File: src/rtl/hexdump_pkg.sv
// hexdump_pkg: shared state encoding and ASCII constants for the hex word streamer
package hexdump_pkg;
    typedef enum logic [2:0] {IDLE, PFX0, PFX1, DIGIT, SEP} state_t;
    localparam logic [7:0] ASCII_ZERO = 8'h30;
    localparam logic [7:0] ASCII_X    = 8'h78;
    localparam logic [7:0] ASCII_LF   = 8'h0A;
endpackage

File: src/rtl/hex_word_streamer_if.sv
// hex_word_streamer_if: word-in / character-out handshake bundle
interface hex_word_streamer_if #(parameter int DATA_WIDTH = 32);
    logic                  in_valid;
    logic [DATA_WIDTH-1:0] in_data;
    logic                  in_ready;
    logic                  out_valid;
    logic [7:0]            out_char;
    logic                  out_ready;
    logic                  busy;
    modport master (output in_valid, in_data, out_ready, input in_ready, out_valid, out_char, busy);
    modport slave  (input in_valid, in_data, out_ready, output in_ready, out_valid, out_char, busy);
endinterface

File: src/rtl/hextoascii.sv
// hextoascii: nibble to uppercase ASCII hex digit
module hextoascii (
    input  logic [3:0] hex,
    output logic [7:0] ascii
);
    always_comb ascii = (hex < 4'd10) ? 8'h30 + {4'h0, hex} : 8'h37 + {4'h0, hex};
endmodule

File: src/rtl/hex_word_streamer.sv
// hex_word_streamer: word to MSB-first ASCII hex stream plus separator; HEX_WORD_STREAMER_PREFIX_EN adds a "0x" prefix
module hex_word_streamer import hexdump_pkg::*; #(
    parameter int         DATA_WIDTH = 32,
    parameter logic [7:0] SEPARATOR  = ASCII_LF
) (
    input logic clk,
    input logic rst,
    hex_word_streamer_if.slave bus
);
    localparam int ND = DATA_WIDTH / 4;
    localparam int CW = (ND > 1) ? $clog2(ND) : 1;
    state_t                state;
    logic [DATA_WIDTH-1:0] shift, nxt_shift;
    logic [CW-1:0]         cnt;
    logic [7:0]            digit;
    logic                  accept, hs;
    assign bus.in_ready = (state == IDLE) && !rst;
    assign bus.busy     = state != IDLE;
    assign accept       = bus.in_valid && bus.in_ready;
    assign hs           = bus.out_valid && bus.out_ready;
    // converter looks at the value the shift register is about to hold, so out_char can be registered
    always_comb nxt_shift = accept ? bus.in_data : (state == DIGIT && hs) ? shift << 4 : shift;
    hextoascii u_hex (.hex(nxt_shift[DATA_WIDTH-1 -: 4]), .ascii(digit));
    always_ff @(posedge clk)
        if (rst) begin
            state         <= IDLE;
            bus.out_valid <= 1'b0;
            bus.out_char  <= 8'h00;
            shift         <= '0;
            cnt           <= '0;
        end else begin
            shift <= nxt_shift;
            case (state)
                IDLE: if (accept) begin
                    cnt           <= CW'(ND - 1);
                    bus.out_valid <= 1'b1;
`ifdef HEX_WORD_STREAMER_PREFIX_EN
                    state         <= PFX0;
                    bus.out_char  <= ASCII_ZERO;
`else
                    state         <= DIGIT;
                    bus.out_char  <= digit;
`endif
                end
`ifdef HEX_WORD_STREAMER_PREFIX_EN
                PFX0: if (hs) begin
                    state        <= PFX1;
                    bus.out_char <= ASCII_X;
                end
                PFX1: if (hs) begin
                    state        <= DIGIT;
                    bus.out_char <= digit;
                end
`endif
                DIGIT: if (hs) begin
                    cnt          <= cnt - 1'b1;
                    state        <= (cnt == '0) ? SEP : DIGIT;
                    bus.out_char <= (cnt == '0) ? SEPARATOR : digit;
                end
                SEP: if (hs) begin
                    state         <= IDLE;
                    bus.out_valid <= 1'b0;
                end
                default: state <= IDLE;
            endcase
        end
endmodule

File: src/flat_wrapper.sv
// flat-port wrapper written by rule: the top's interface ports become plain ports
module hex_word_streamer_flat import hexdump_pkg::*;
#(
    parameter int         DATA_WIDTH = 32,
    parameter logic [7:0] SEPARATOR  = ASCII_LF
)
  (clk, rst, bus_in_valid, bus_in_data, bus_out_ready, bus_in_ready, bus_out_valid, bus_out_char, bus_busy);
  hex_word_streamer_if #(.DATA_WIDTH(DATA_WIDTH)) bus_i ();
  input logic clk;
  input logic rst;
  input wire logic [$bits(bus_i.in_valid)-1:0] bus_in_valid;
  input wire logic [$bits(bus_i.in_data)-1:0] bus_in_data;
  input wire logic [$bits(bus_i.out_ready)-1:0] bus_out_ready;
  output wire logic [$bits(bus_i.in_ready)-1:0] bus_in_ready;
  output wire logic [$bits(bus_i.out_valid)-1:0] bus_out_valid;
  output wire logic [$bits(bus_i.out_char)-1:0] bus_out_char;
  output wire logic [$bits(bus_i.busy)-1:0] bus_busy;
  assign bus_i.in_valid = bus_in_valid;
  assign bus_i.in_data = bus_in_data;
  assign bus_i.out_ready = bus_out_ready;
  assign bus_in_ready = bus_i.in_ready;
  assign bus_out_valid = bus_i.out_valid;
  assign bus_out_char = bus_i.out_char;
  assign bus_busy = bus_i.busy;
  hex_word_streamer #(.DATA_WIDTH(DATA_WIDTH), .SEPARATOR(SEPARATOR)) u_core (.clk(clk), .rst(rst), .bus(bus_i));
endmodule
File: config.mk
export PLATFORM = sky130hd
export DESIGN_NAME = hex_word_streamer_flat
export DESIGN_NICKNAME = d
export VERILOG_FILES = /design/src/rtl/hexdump_pkg.sv /design/src/rtl/hex_word_streamer_if.sv /design/src/rtl/hextoascii.sv /design/src/rtl/hex_word_streamer.sv /design/src/flat_wrapper.sv
export SDC_FILE = /design/constraint.sdc
export NUM_CORES = 1
export LEC_CHECK = 0
export ABC_AREA = 1
export CORE_MARGIN = 2
export CORE_UTILIZATION = 30
export DETAILED_ROUTE_END_ITERATION = 8
export MAX_ROUTING_LAYER = met4
export PLACE_DENSITY_LB_ADDON = 0.1
export SETUP_SLACK_MARGIN = 0.05
export SKIP_CTS_REPAIR_TIMING = 1
export SLEW_MARGIN = 20
export SYNTH_ARGS = -nofsm -noshare
export SYNTH_HDL_FRONTEND = slang
export SYNTH_HIERARCHICAL = 1
export SYNTH_SLANG_ARGS = --single-unit
File: constraint.sdc
create_clock -name clk -period 2.07 [get_ports clk]
set_clock_uncertainty 0.15 [all_clocks]
set_input_delay 0.414 -clock clk [delete_from_list [all_inputs] [get_ports clk]]
set_output_delay 0.414 -clock clk [all_outputs]
set_load 0.03 [all_outputs]
==> results of run 1 <==
==> per-layer routing <==
| metal | vias to the layer above | track usage (%) | part of all wire (%) |
|---|---|---|---|
| met2 | 27 | 21.7 | 44 |
| met5 | - | - | 0 |
| li1 | 1291 | - | - |
| met1 | 1070 | 18.8 | 53 |
| met3 | 2 | 3.05 | 2.7 |
| met4 | 0 | 3.62 | 0.65 |
==> cells in the final DEF, fill, tap and decap left out, types with 3 or more instances in the layout <==
master and n:
a21oi_1 6, buf_4 22, buf_6 4, clkbuf_8 6, clkdlybuf4s50_1 41, dfxtp_1 43
dfxtp_2 3, dlymetal6s2s_1 4, inv_1 36, inv_2 11, nand2_1 116, nand2_2 5
nand3_1 40, nand3b_1 3, nor2_1 79, o21ai_0 4
==> sequential cells by signal (all words and copies together) (netlist names) <==
name and count:
u_core/state 2, u_core/bus.out_valid 1, u_core/bus.out_char 8, u_core/cnt 3, u_core/shift 32
==> per-stage QoR <==
stage / cell area, um^2 / setup WS, ns / hold slack [ns] / std cells
after floorplan: 2420 / 0.0559 / 0.304 / 386
after global placement: 3060 / -0.386 / 0.318 / 536
after detailed placement: 3060 / -0.409 / 0.319 / 536
after CTS: 3150 / -0.0916 / 0.340 / 544
after global routing: 3290 / 0.0130 / 0.363 / 551
final: 3290 / 0.161 / 0.328 / 551
==> Yosys cell counts (2+ instances only) <==
| cell | n | share of area (%) |
|---|---|---|
| dfxtp_1 | 46 | 38 |
| nand2_4 | 2 | 0.93 |
| nand3_1 | 42 | 8.7 |
| nand4_1 | 2 | 0.52 |
| nand2_1 | 121 | 19 |
| nor2_2 | 2 | 0.52 |
| nor2_1 | 80 | 12 |
| buf_1 | 2 | 0.31 |
| or2_2 | 4 | 1.0 |
| nand3b_1 | 3 | 0.93 |
| buf_6 | 6 | 2.8 |
| a21oi_1 | 6 | 1.2 |
| inv_1 | 46 | 7.1 |
| o21ai_0 | 4 | 0.83 |
| ha_1 | 3 | 1.6 |
| buf_2 | 5 | 1.0 |
| clkbuf_1 | 4 | 0.62 |
==> worst reg2reg max path: stages (launching register included) <==
cell,delay (ns)
dfxtp_2,0.35
buf_6,0.12
nor2_4,0.18
nand2_4,0.11
nand2_2,0.08
nand3_2,0.06
nand2_2,0.08
inv_2,0.05
inv_2,0.08
ha_4,0.14
inv_2,0.04
o21ai_1,0.12
nand2_1,0.06
nand2_1,0.06
nand2_1,0.05
nand2_1,0.05
nor2_1,0.04
==> worst paths after layout <==
path	from	slack [ns]	cells past startpoint	end
min reg2reg	u_core/bus.out_char[0]$_SDFFE_PP0P_	0.33	2	u_core/bus.out_char[0]$_SDFFE_PP0P_
max reg2reg	u_core/state[2]$_SDFFE_PP0P_	0.16	16	u_core/bus.out_char[2]$_SDFFE_PP0P_
min	u_core/bus.out_char[0]$_SDFFE_PP0P_	0.33	2	u_core/bus.out_char[0]$_SDFFE_PP0P_
max	u_core/state[2]$_SDFFE_PP0P_	0.16	16	u_core/bus.out_char[2]$_SDFFE_PP0P_
==> kinds of logic after synthesis <==
kind of cell,synth area share [%]
other,0.155
buffers and inverters,12.6
flip-flops,38.1
adder cells (fa/ha/maj),1.55
AO/OA/AOI/OAI,2.64
AND/OR/NAND/NOR,45.0
==> final cells by class <==
cell class                      instances  area share [%]
Clock inverter                          2           0.380
Tap cell                              102            3.88
Sequential cell                        46            28.1
Multi-Input combinational cell        274            38.0
Clock buffer                            6            2.51
Timing Repair Buffer                   73            21.6
Inverter                               48            5.55
==> report_power, final <==
part / internal (uW) / switching [uW]
registers: 958 / 39.1
logic: 283 / 312
clock network: 269 / 317
total: 1510 / 668
==> summary.md, run 1 <==
| Metric | Value |
|---|---|
| Outcome | `complete, no violations` |
| Leakage | `~0.0017 uW` |
| Crit-path most repeated cell | `nand2_1` |
| Total grt overflow | `0` |
| Max Cap Violations | `0` |
| Drt drc | `0` |
| Initial antenna violation count | `0` |
| Syn Area/Cell | `6.27 um^2` |
| Routed vias/inst | `about 4.3` |
| Power Density | `662 mW/mm^2` |
| Post-DR wirelength/cell | `roughly 11 um` |
| Final Hold Vio Count | `0` |
| Routed Antenna Nets | `0` |
| Synthesized cell area | `roughly 0.0024 mm^2` |
| Clock slew at reported path FFs | `roughly 0.09 ns` |
| CTS root buf | `clkbuf_8` |
| CP peak stage delay | `~0.35 ns` |
| Worst EP required | `between 2 and 2.5 ns` |
| Crit path kind | `reg -> reg` |
| Final wirelength | `approximately 5800 um` |
| Max Clk Rate | `about 0.52 GHz` |
| Crit path buffers/inverters | `4` |
| Post-Syn Instances | `~390` |
| Maximum buffer depth of the clock tree | `2` |
| Nets@finish | `slightly below 500` |
| CP arrival | `about 2.0 ns` |
| Number of I/O pins | `47` |
| Crit path cell chain | `buf_6 > nor2_4 > nand2_4 > nand2_2 > nand3_2 > nand2_2 > inv_2 > inv_2 > ha_4 > inv_2 > o21ai_1 > nand2_1 > nand2_1 > nand2_1 > nand2_1 > nor2_1` |
| Skew-Pair Late Insertion Delay | `approximately 0.3 ns` |
| Asr flop ratio synth | `0%` |
| Power Total | `around 2200 uW` |
| Share of layout cells above drive strength 1 | `~16%` |
| Worst vdd ir | `0.275 mV` |
| Setup TNS | `0 ns` |
| CTS tree | `yes` |
| Vias | `about 2,400` |
| Crit-path max FO | `7` |
| Fill cell count | `roughly 900` |
| Top FF cell, synth | `dfxtp_1` |
| Clock Sinks | `46` |
| Sequential share of the synthesized area | `38.1%` |
| Slowest CP cell | `dfxtp_2` |
| Number of synthesis warnings | `6` |
| Die Area | `roughly 0.009 mm^2` |
| Total Routing Usage GR | `roughly 14%` |
| Input/output buffers | `46` |
| CP Capture Type | `flop` |
| Fin crit period | `around 1.9 ns` |
| Final Util | `42.3%` |
| Initial Util | `approximately 31%` |
| Core Region | `between 0.007 and 0.008 mm^2` |
| Final setup vio count | `0` |
| Die height | `around 94 um` |
| Synthesized flop and latch total | `between 40 and 50` |
| Netlist cell types | `25` |
| # H-tree levels | `2` |
| Worst Setup Start Kind | `flop` |
| Final-report max-slew violation count | `0` |
| Delay-heaviest family, CP | `simple AND/OR/NAND/NOR gates` |
| DPL Wire Length | `about 3900 um` |
| RSZ-0062 raised after global routing | `yes` |
| Number of global-route vias before repair | `~2,200` |
| Row count | `32` |
| EDFF count, synth | `0` |
| DR pass1 iterations | `4` |
| TritonCTS Buffers | `5` |
| Global-route wire length before repair | `~9700 um` |
| Placer Congestion | `between 0.7 and 0.8` |
| Register Area | `925 um^2` |
| Drt initial violations | `93` |
| Post-route clock period utilization | `between 90% and 100%` |
| Largest net degree at the start of global routing | `56` |
| Multi-input logic area | `about 0.0012 mm^2` |
| Die width | `93.8 um` |
| Hold crit path type | `reg -> reg` |
| Area growth syn-to-layout | `35.9%` |
| Antenna diodes | `0` |
| Synth Net Count | `roughly 430` |
Power figures use the tool's default switching activity.
==> inputs of run 2 (changes only) <==
CORE_MARGIN = not set   (was 2)
PLACE_DENSITY = 0.61   (was not set)
PLACE_DENSITY_LB_ADDON = not set   (was 0.1)
==> run 2 against run 1 <==
Effect of this change: worst hold slack better by 0.00072 ns; clock-buffer cell count unchanged; global-route usage grew 0.38 points; routed wire length is 3.0% lower; non-clock buffer count up 6; die area shrank 4.2%; utilization rose by 0.77 points; via count grew 2.9%; register-to-register slack worse by 0.04 ns; largest cell class unchanged.
==> summary.md, run 2 (same netlist as run 1, synthesis figures left out) <==
| Metric | Value |
|---|---|
| Worst vdd ir | `between 0.2 and 0.3 mV` |
| Non-Filler Instances | `between 500 and 600` |
| RSZ-0062 raised after global routing | `yes` |
| Share of layout cells above drive strength 1 | `around 18%` |
| Largest registers | `u_core/shift (32), u_core/bus.out_char (8), u_core/cnt (3)` |
| Final Hold Vio Count | `0` |
| Biggest register | `u_core/shift` |
| Post-route clock period utilization | `94.3%` |
| CP arrival | `2.01 ns` |
| Max Clk Rate | `roughly 0.51 GHz` |
| Fill cell count | `between 800 and 900` |
| Hold crit path type | `reg -> reg` |
| Core Region | `slightly below 0.008 mm^2` |
| Skew-Pair Late Insertion Delay | `approximately 0.31 ns` |
| Area growth syn-to-layout | `38.4%` |
| Final design instance area without fill | `0.00335 mm^2` |
| Input/output buffers | `46` |
| Die height | `roughly 90 um` |
| Routed Antenna Nets | `0` |
| TritonCTS Buffers | `5` |
| Vias | `roughly 2,500` |
| Routed vias/inst | `about 4.4` |
| Worst EP required | `about 2.1 ns` |
| Number of global-route vias before repair | `between 2,000 and 2,500` |
| Slowest CP cell | `dfxtp_2` |
| Worst hold slack | `roughly 0.33 ns` |
| Register Area | `a little over 900 um^2` |
| Most frequent cells in the layout | `nand2_1, nor2_1, dfxtp_1` |
| Row count | `32` |
| CTS root buf | `clkbuf_8` |
| Commonest non-fill, non-tap cell in the layout | `nand2_1` |
| CP Capture Type | `flop` |
| Antenna diodes | `0` |
| Maximum buffer depth of the clock tree | `2` |
| Clock Sinks | `46` |
| Leakage | `between 0.0015 and 0.002 uW` |
| Cells on Worst Hold Path | `2` |
| Die Area | `0.00843 mm^2` |
| Global-route wire length before repair | `9710 um` |
| Drt initial violations | `roughly 120` |
| Largest net degree at the start of global routing | `38` |
| Crit path buffers/inverters | `4` |
| Total Routing Usage GR | `14.4%` |
| Nets@finish | `approximately 500` |
| Final-report max-slew violation count | `0` |
| CP peak stage delay | `around 0.35 ns` |
| Fin crit period | `between 1.5 and 2 ns` |
| Max reg flops | `32` |
| Crit-path most repeated cell | `nand2_1` |
| DR pass1 iterations | `4` |
| Setup TNS | `0 ns` |
| Crit path kind | `reg -> reg` |
| Total grt overflow | `0` |
| Crit path cell chain | `buf_6 > nor2_4 > nand2_4 > nand2_2 > nand3_2 > nand2_2 > inv_2 > inv_2 > ha_4 > inv_4 > o21ai_2 > nand2_1 > nand2_1 > nand2_1 > nand2_1 > nor2_1` |
| Number of I/O pins | `47` |
| Placed Area | `roughly 0.0031 mm^2` |
| Initial antenna violation count | `0` |
| Crit-path max FO | `6` |
| Crit. path cell count | `16` |
| Final wirelength | `~5700 um` |
| Die width | `91.8 um` |
| Worst Setup Start Kind | `flop` |
| Worst-case reg-to-reg path depth | `16` |
| CTS tree | `yes` |
| Delay-heaviest family, CP | `simple AND/OR/NAND/NOR gates` |
| Outcome | `complete, no violations` |
| Max Cap Violations | `0` |
| Multi-input logic area | `0.00127 mm^2` |
| Final setup vio count | `0` |
| Initial Util | `31.2%` |
| DPL Wire Length | `approximately 3800 um` |
| Drt drc | `0` |
| Post-DR wirelength/cell | `around 10 um` |
| Power Density | `slightly below 700 mW/mm^2` |
| Clock slew at reported path FFs | `around 0.08 ns` |
| DP Cell Count | `around 540` |
| # H-tree levels | `2` |
| Placer Congestion | `~0.8` |
[run 2: final timing paths]
kind,startpoint,endpoint,slack [ns]
worst max-delay path,u_core/state[2]$_SDFFE_PP0P_,u_core/bus.out_char[2]$_SDFFE_PP0P_,0.12
worst min-delay path,u_core/bus.out_char[4]$_SDFFE_PP0P_,u_core/bus.out_char[4]$_SDFFE_PP0P_,0.33
worst max register to register,u_core/state[2]$_SDFFE_PP0P_,u_core/bus.out_char[2]$_SDFFE_PP0P_,0.12
worst min register to register,u_core/bus.out_char[4]$_SDFFE_PP0P_,u_core/bus.out_char[4]$_SDFFE_PP0P_,0.33
[run 2: per-layer routing]
metal  part of all wire (%)  vias to the layer above  GRT usage [%]  wire length [um]
li1                       -                     1297              -                 -
met1                     48                     1109           17.2              2740
met2                     47                       44           24.2              2640
met3                    2.9                       10           2.90               163
met4                    2.0                        0           5.34               112
met5                      0                        -              -                 0
[run 2: area by class of cell]
| type | count | area share [%] |
|---|---|---|
| clock buffer | 6 | 2.17 |
| tap | 102 | 3.81 |
| multi-input combinational | 274 | 37.8 |
| clock inverter | 2 | 1.12 |
| inverter | 48 | 5.60 |
| timing repair buffer | 79 | 21.9 |
| sequential | 46 | 27.6 |
[run 2: worst min-delay path, delay by kind of cell, from the launching register on]
family / cells / cell delay [ns]
DFF: 1 / 0.34
and+or+nand+nor: 2 / 0.11
[run 2: metrics by stage]
step / utilization (%) / setup WS, ns / power (uW)
detailed placement: 39.5 / -0.453 / 1570
finish: 43.1 / 0.118 / 2280
global placement: 39.5 / -0.385 / 1560
global route: 43.1 / -0.0530 / 2420
CTS: 40.9 / -0.134 / 2240
floorplan: - / 0.0559 / 1350
[run 2: report_power, final]
part | internal [uW] | total (uW) | switching [uW]
logic | 293 | 618 | 325
clock network | 360 | 668 | 308
registers | 958 | 996 | 37.8
==> inputs of run 3 (changes only) <==
ABC_CLOCK_PERIOD_IN_PS = 2350   (was not set)
CTS_CLUSTER_SIZE = 28   (was not set)
PLACE_DENSITY = 0.59   (was 0.61)
clock period = 2.35 ns   (was 2.07 ns; I/O delays follow)
==> run 3 against run 2 <==
Effect of this change: register-to-register slack improved by 0.16 ns; utilization fell by 2.4 points; global-route usage fell by 0.37 points; clock power fell by 29%; non-clock buffer count fell by 10; sequential power fell by 12%; critical path type is now reg -> out; largest power group unchanged.
==> summary.md, run 3 (same netlist as run 1, synthesis figures left out) <==
| Metric | Value |
|---|---|
| Outcome | `complete, no violations` |
| Beginning of the critical path | `u_core/state[1]$_SDFFE_PP0P_` |
| Routed vias/inst | `4.38` |
| Total Routing Usage GR | `between 10 and 15%` |
| Total grt overflow | `0` |
| Non-Filler Instances | `~550` |
| Psw | `between 500 and 600 uW` |
| Most frequent cells in the layout | `nand2_1, nor2_1, dfxtp_1` |
| Hold_sp | `u_core/bus.out_char[7]$_SDFFE_PP0P_` |
| Fin crit period | `roughly 2.2 ns` |
| Setup Slack @ Placement | `-0.204 ns` |
| Internal power | `between 1000 and 1500 uW` |
| Final worst setup slack | `between 0.15 and 0.2 ns` |
| Final Hold Vio Count | `0` |
| Sw Share | `30.6%` |
| Reg power frac | `roughly 48%` |
| Vias | `2,396` |
| Input/output buffers | `46` |
| Logic pwr share | `between 20% and 30%` |
| Setup TNS | `0 ns` |
| Final-report max-slew violation count | `0` |
| RSZ-0062 raised after global routing | `yes` |
| Drt drc | `0` |
| CP arrival | `approximately 1.5 ns` |
| Die width | `91.8 um` |
| Worst EP required | `between 1.5 and 2 ns` |
| Antenna diodes | `0` |
| Skew-Pair Late Insertion Delay | `0.29 ns` |
| Final setup vio count | `0` |
| Routed Antenna Nets | `0` |
| Drt initial violations | `between 100 and 150` |
| Crit-path max FO | `3` |
| DPL Wire Length | `around 3800 um` |
| Number of global-route vias before repair | `approximately 2,200` |
| Post-DR wirelength/cell | `between 9 and 10 um` |
| Largest net degree at the start of global routing | `47` |
| Leakage | `between 0.0015 and 0.002 uW` |
| Number of I/O pins | `47` |
| Max Clk Rate | `approximately 0.46 GHz` |
| Post-route clock period utilization | `about nine tenths` |
| Share of layout cells above drive strength 1 | `between 10% and 20%` |
| Area growth syn-to-layout | `30.9%` |
| Initial Util | `31.2%` |
| Commonest non-fill, non-tap cell in the layout | `nand2_1` |
| CP Capture Type | `output port` |
| Row count | `32` |
| Global-route wire length before repair | `approximately 9400 um` |
| Crit path kind | `reg -> out` |
| Initial antenna violation count | `0` |
| Clock slew at reported path FFs | `0.08 ns` |
| DP Cell Count | `between 500 and 600` |
| Power Density | `581 mW/mm^2` |
| CTS root buf | `clkbuf_8` |
| Nets@finish | `between 400 and 500` |
| Worst Setup Start Kind | `flop` |
| Maximum buffer depth of the clock tree | `2` |
| TritonCTS Buffers | `5` |
| Die Area | `around 0.0084 mm^2` |
| Worst vdd ir | `approximately 0.22 mV` |
| Max Cap Violations | `0` |
| Final wirelength | `about 5500 um` |
| Die height | `slightly above 90 um` |
| Hold crit path type | `reg -> reg` |
| Fill cell count | `around 850` |
| Max reg flops | `32` |
| Core Region | `between 0.007 and 0.008 mm^2` |
| # H-tree levels | `2` |
| Clock Sinks | `between 40 and 50` |
| Worst r2r src | `u_core/state[2]$_SDFFE_PP0P_` |
| Placer Congestion | `slightly below 0.9` |
| DR pass1 iterations | `5` |
| CTS tree | `yes` |
| Biggest register | `u_core/shift` |
| Clock share of power | `around 26%` |
| Largest registers | `u_core/shift (32), u_core/bus.out_char (8), u_core/cnt (3)` |
==> run 3: cell types whose count changed in the layout (fill, tap and decap cells not counted), moves of 2 or more <==
cell / change
nand3_1: +4
dfxtp_2: -3
buf_4: -9
inv_1: +4
dfxtp_1: +3
dlymetal6s2s_1: -2
inv_2: -2
nand2_2: -7
clkdlybuf4s50_1: +2
nand2_1: +7
nand3_2: -4
inv_4: -2
==> run 3: cell type report <==
type	count	area, um^2	share of cell area (%)
Clock inverter	2	13.8	0.435
Tap cell	102	128	4.03
Multi-Input combinational cell	274	1210	38.2
Timing Repair Buffer	69	639	20.2
Sequential cell	46	921	29.1
Inverter	48	183	5.77
Clock buffer	6	72.6	2.29
==> run 3: per-layer routing <==
layer / global-route usage, % / share of wire, % / up-vias
met5: - / 0 / -
met4: 4.69 / 1.1 / 0
met3: 2.65 / 3.8 / 4
met2: 22.9 / 46 / 49
met1: 17.6 / 49 / 1068
li1: - / - / 1275
==> run 3: worst paths after layout <==
path         slack [ns]                             endpoint  cells after the start
max reg2reg        0.28  u_core/bus.out_char[2]$_SDFFE_PP0P_                     14
max                0.20                             bus_busy                      3
min reg2reg        0.34  u_core/bus.out_char[7]$_SDFFE_PP0P_                      2
min                0.34  u_core/bus.out_char[7]$_SDFFE_PP0P_                      2
==> run 3: worst max-delay path, cell delays in order (launching register included) <==
cell and delay [ns]:
dfxtp_1 0.41, nor2_4 0.08, inv_1 0.08, clkdlybuf4s50_1 0.67
==> run 3: through the flow <==
step / cell area [um^2] / power [uW] / hold WS (ns) / utilization, %
after floorplan: 2420 / 1190 / 0.304 / -
after global placement: 3020 / 1360 / 0.318 / 38.9
after detailed placement: 3020 / 1360 / 0.328 / 38.9
after CTS: 3100 / 1840 / 0.340 / 40.0
after global routing: 3170 / 1980 / 0.379 / 40.8
final: 3170 / 1840 / 0.339 / 40.8
==> run 3: power groups by stage <==
stage / Combinational (uW) / Sequential (uW) / Clock, uW
after CTS: 473 / 876 / 496
after floorplan: 276 / 917 / 0
after detailed placement: 471 / 893 / 0
after global placement: 466 / 893 / 0
final: 487 / 876 / 476
after global routing: 549 / 886 / 540
==> edit (config.mk and constraints of run 1) <==
The 5 states of `state_t` get a one-hot encoding in 5 bits.
--- a/src/rtl/hexdump_pkg.sv
+++ b/src/rtl/hexdump_pkg.sv
@@ -1,6 +1,6 @@
 // hexdump_pkg: shared state encoding and ASCII constants for the hex word streamer
 package hexdump_pkg;
-    typedef enum logic [2:0] {IDLE, PFX0, PFX1, DIGIT, SEP} state_t;
+    typedef enum logic [4:0] {IDLE = 5'b00001, PFX0 = 5'b00010, PFX1 = 5'b00100, DIGIT = 5'b01000, SEP = 5'b10000} state_t;
     localparam logic [7:0] ASCII_ZERO = 8'h30;
     localparam logic [7:0] ASCII_X    = 8'h78;
     localparam logic [7:0] ASCII_LF   = 8'h0A;
Function: same outputs for any inputs over 10 cycles, from zero or initial values and one cycle with rst high; not proved beyond that.
==> edit against run 1 <==
Sequential share of layout area is 0.53 points higher; global-route usage hardly changed; synthesized area is 0.41% higher; sequential cell count is 1 higher; final area is 1.2% higher; setup slack worse by 0.12 ns; wire length is 2.3% higher; highest routed layer unchanged.
Power is not compared: it rests on default switching activity, and its combinational part moved more than twofold at a synthesized area within 25%.
==> edit: results <==
metrics = {
    "pwr": {
        "leakage_nw": 1.62,
    },
    "critical_path": {
        "crit_start": "u_core/state[4]",
        "worst-r2r-setup-slack_ns": 0.04,
        "critPathCapture": "u_core/bus.out_char[1]",
        "cp_max_fo": 6,
        "worst_ep_arrival_time_ns": 2.08,
        "r2r_cells": 14,
    },
    "logic_synthesis": {
        "yosys-top-cells-area": "dfxtp_1, nand2_1, nor2_1, a21oi_1, inv_1",
        "ys_types": 24,
        "ys_warn_count": 6,
        "seq_area_frac_synth_pct": 38.7,
        "ys_top_cells_by_count": "nand2_1, nor2_1, dfxtp_1",
    },
    "cells_and_area": {
        "final_nets": 463,
        "drive_gt1_share_pct": 20.7,
        "n_fill_cell": 847,
        "top_regs": "u_core/shift: 32 flops, u_core/bus.out_char: 8 flops",
    },
    "global_route": {
        "grt_pass1_wl_um": 9620,
        "grt_max_degree": 41,
        "grtUsageMet1_pct": 19.3,
        "use_met3_pct": 2.17,
        "track_usage_pct": 14.1,
        "grt_util_met2_pct": 21.1,
        "grt_pass1_vias": 2110,
    },
    "clocking": {
        "htreeDepth": 2,
        "clock-sinks": 47,
        "clk_latency_ns": 0.30,
    },
    "place": {
        "dp_hpwl_um": 3980,
        "globalplace.congestion": 0.916,
        "placed_cell_area_um2": 3050,
    },
    "status": {
        "outcome": "finished clean",
    },
    "route": {
        "drtIter0Drc": 68,
        "viasPerCell": 4.37,
        "dr.pass1.iters": 5,
        "wl_per_cell_um": 11.3,
    },
}
==> edit: power breakdown <==
part | switching, mW | internal (mW) | total, mW
Clock | 0.333 | 0.274 | 0.607
Combinational | 0.740 | 0.604 | 1.34
Sequential | 0.101 | 1.06 | 1.16
==> edit: logic make-up after synthesis <==
logic type	Yosys count	share of synthesized area (%)
AO/OA/AOI/OAI	60	12.5
other	1	0.154
buffers and inverters	64	12.1
adder cells (fa/ha/maj)	3	1.54
flip-flops	47	38.7
AND/OR/NAND/NOR	191	35.0
==> edit: worst min path at each step <==
stage	to	slack, ns	from	cells past startpoint
finish	u_core/shift[3]	0.33	u_core/shift[3]	2
global route	u_core/bus.out_valid	0.36	u_core/bus.out_valid	2
CTS	u_core/shift[3]	0.34	u_core/shift[3]	2
detailed placement	u_core/shift[17]	0.32	u_core/shift[13]	2
global placement	u_core/shift[11]	0.32	u_core/shift[7]	2
floorplan	u_core/shift[0]	0.30	u_core/shift[0]	2
==> edit: layout make-up <==
class,count,area share (%)
well taps,102,3.83
clock buffers,6,2.48
inverters,44,5.26
repair buffers,71,20.0
flip-flops and latches,47,28.6
multi-input cells,255,39.3
clock inverters,2,0.451
==> edit: metrics by stage <==
stage	utilization (%)	setup slack (ns)	std cells
after floorplan	-	-0.00156	366
after global placement	39.2	-0.451	512
after detailed placement	39.2	-0.467	512
after CTS	40.5	-0.154	520
after global routing	42.9	-0.0894	527
final	42.9	0.0450	527
==> edit: critical path: stages, from the launching register on <==
cell	delay, ns
dfxtp_4	0.37
inv_2	0.06
nand2_2	0.06
nor2_4	0.13
nand3_4	0.15
nand3_2	0.12
nand2_4	0.05
inv_2	0.06
inv_2	0.04
ha_4	0.24
nand3b_1	0.09
nand2_1	0.05
or2_4	0.23
nor2_4	0.07
nor2_1	0.04
==> edit: layer usage <==
metal  wire length (µm)  vias to the layer above
met3                189                        7
met4                 85                        0
li1                   -                     1254
met5                  0                        -
met2               2590                       37
met1               3100                     1006
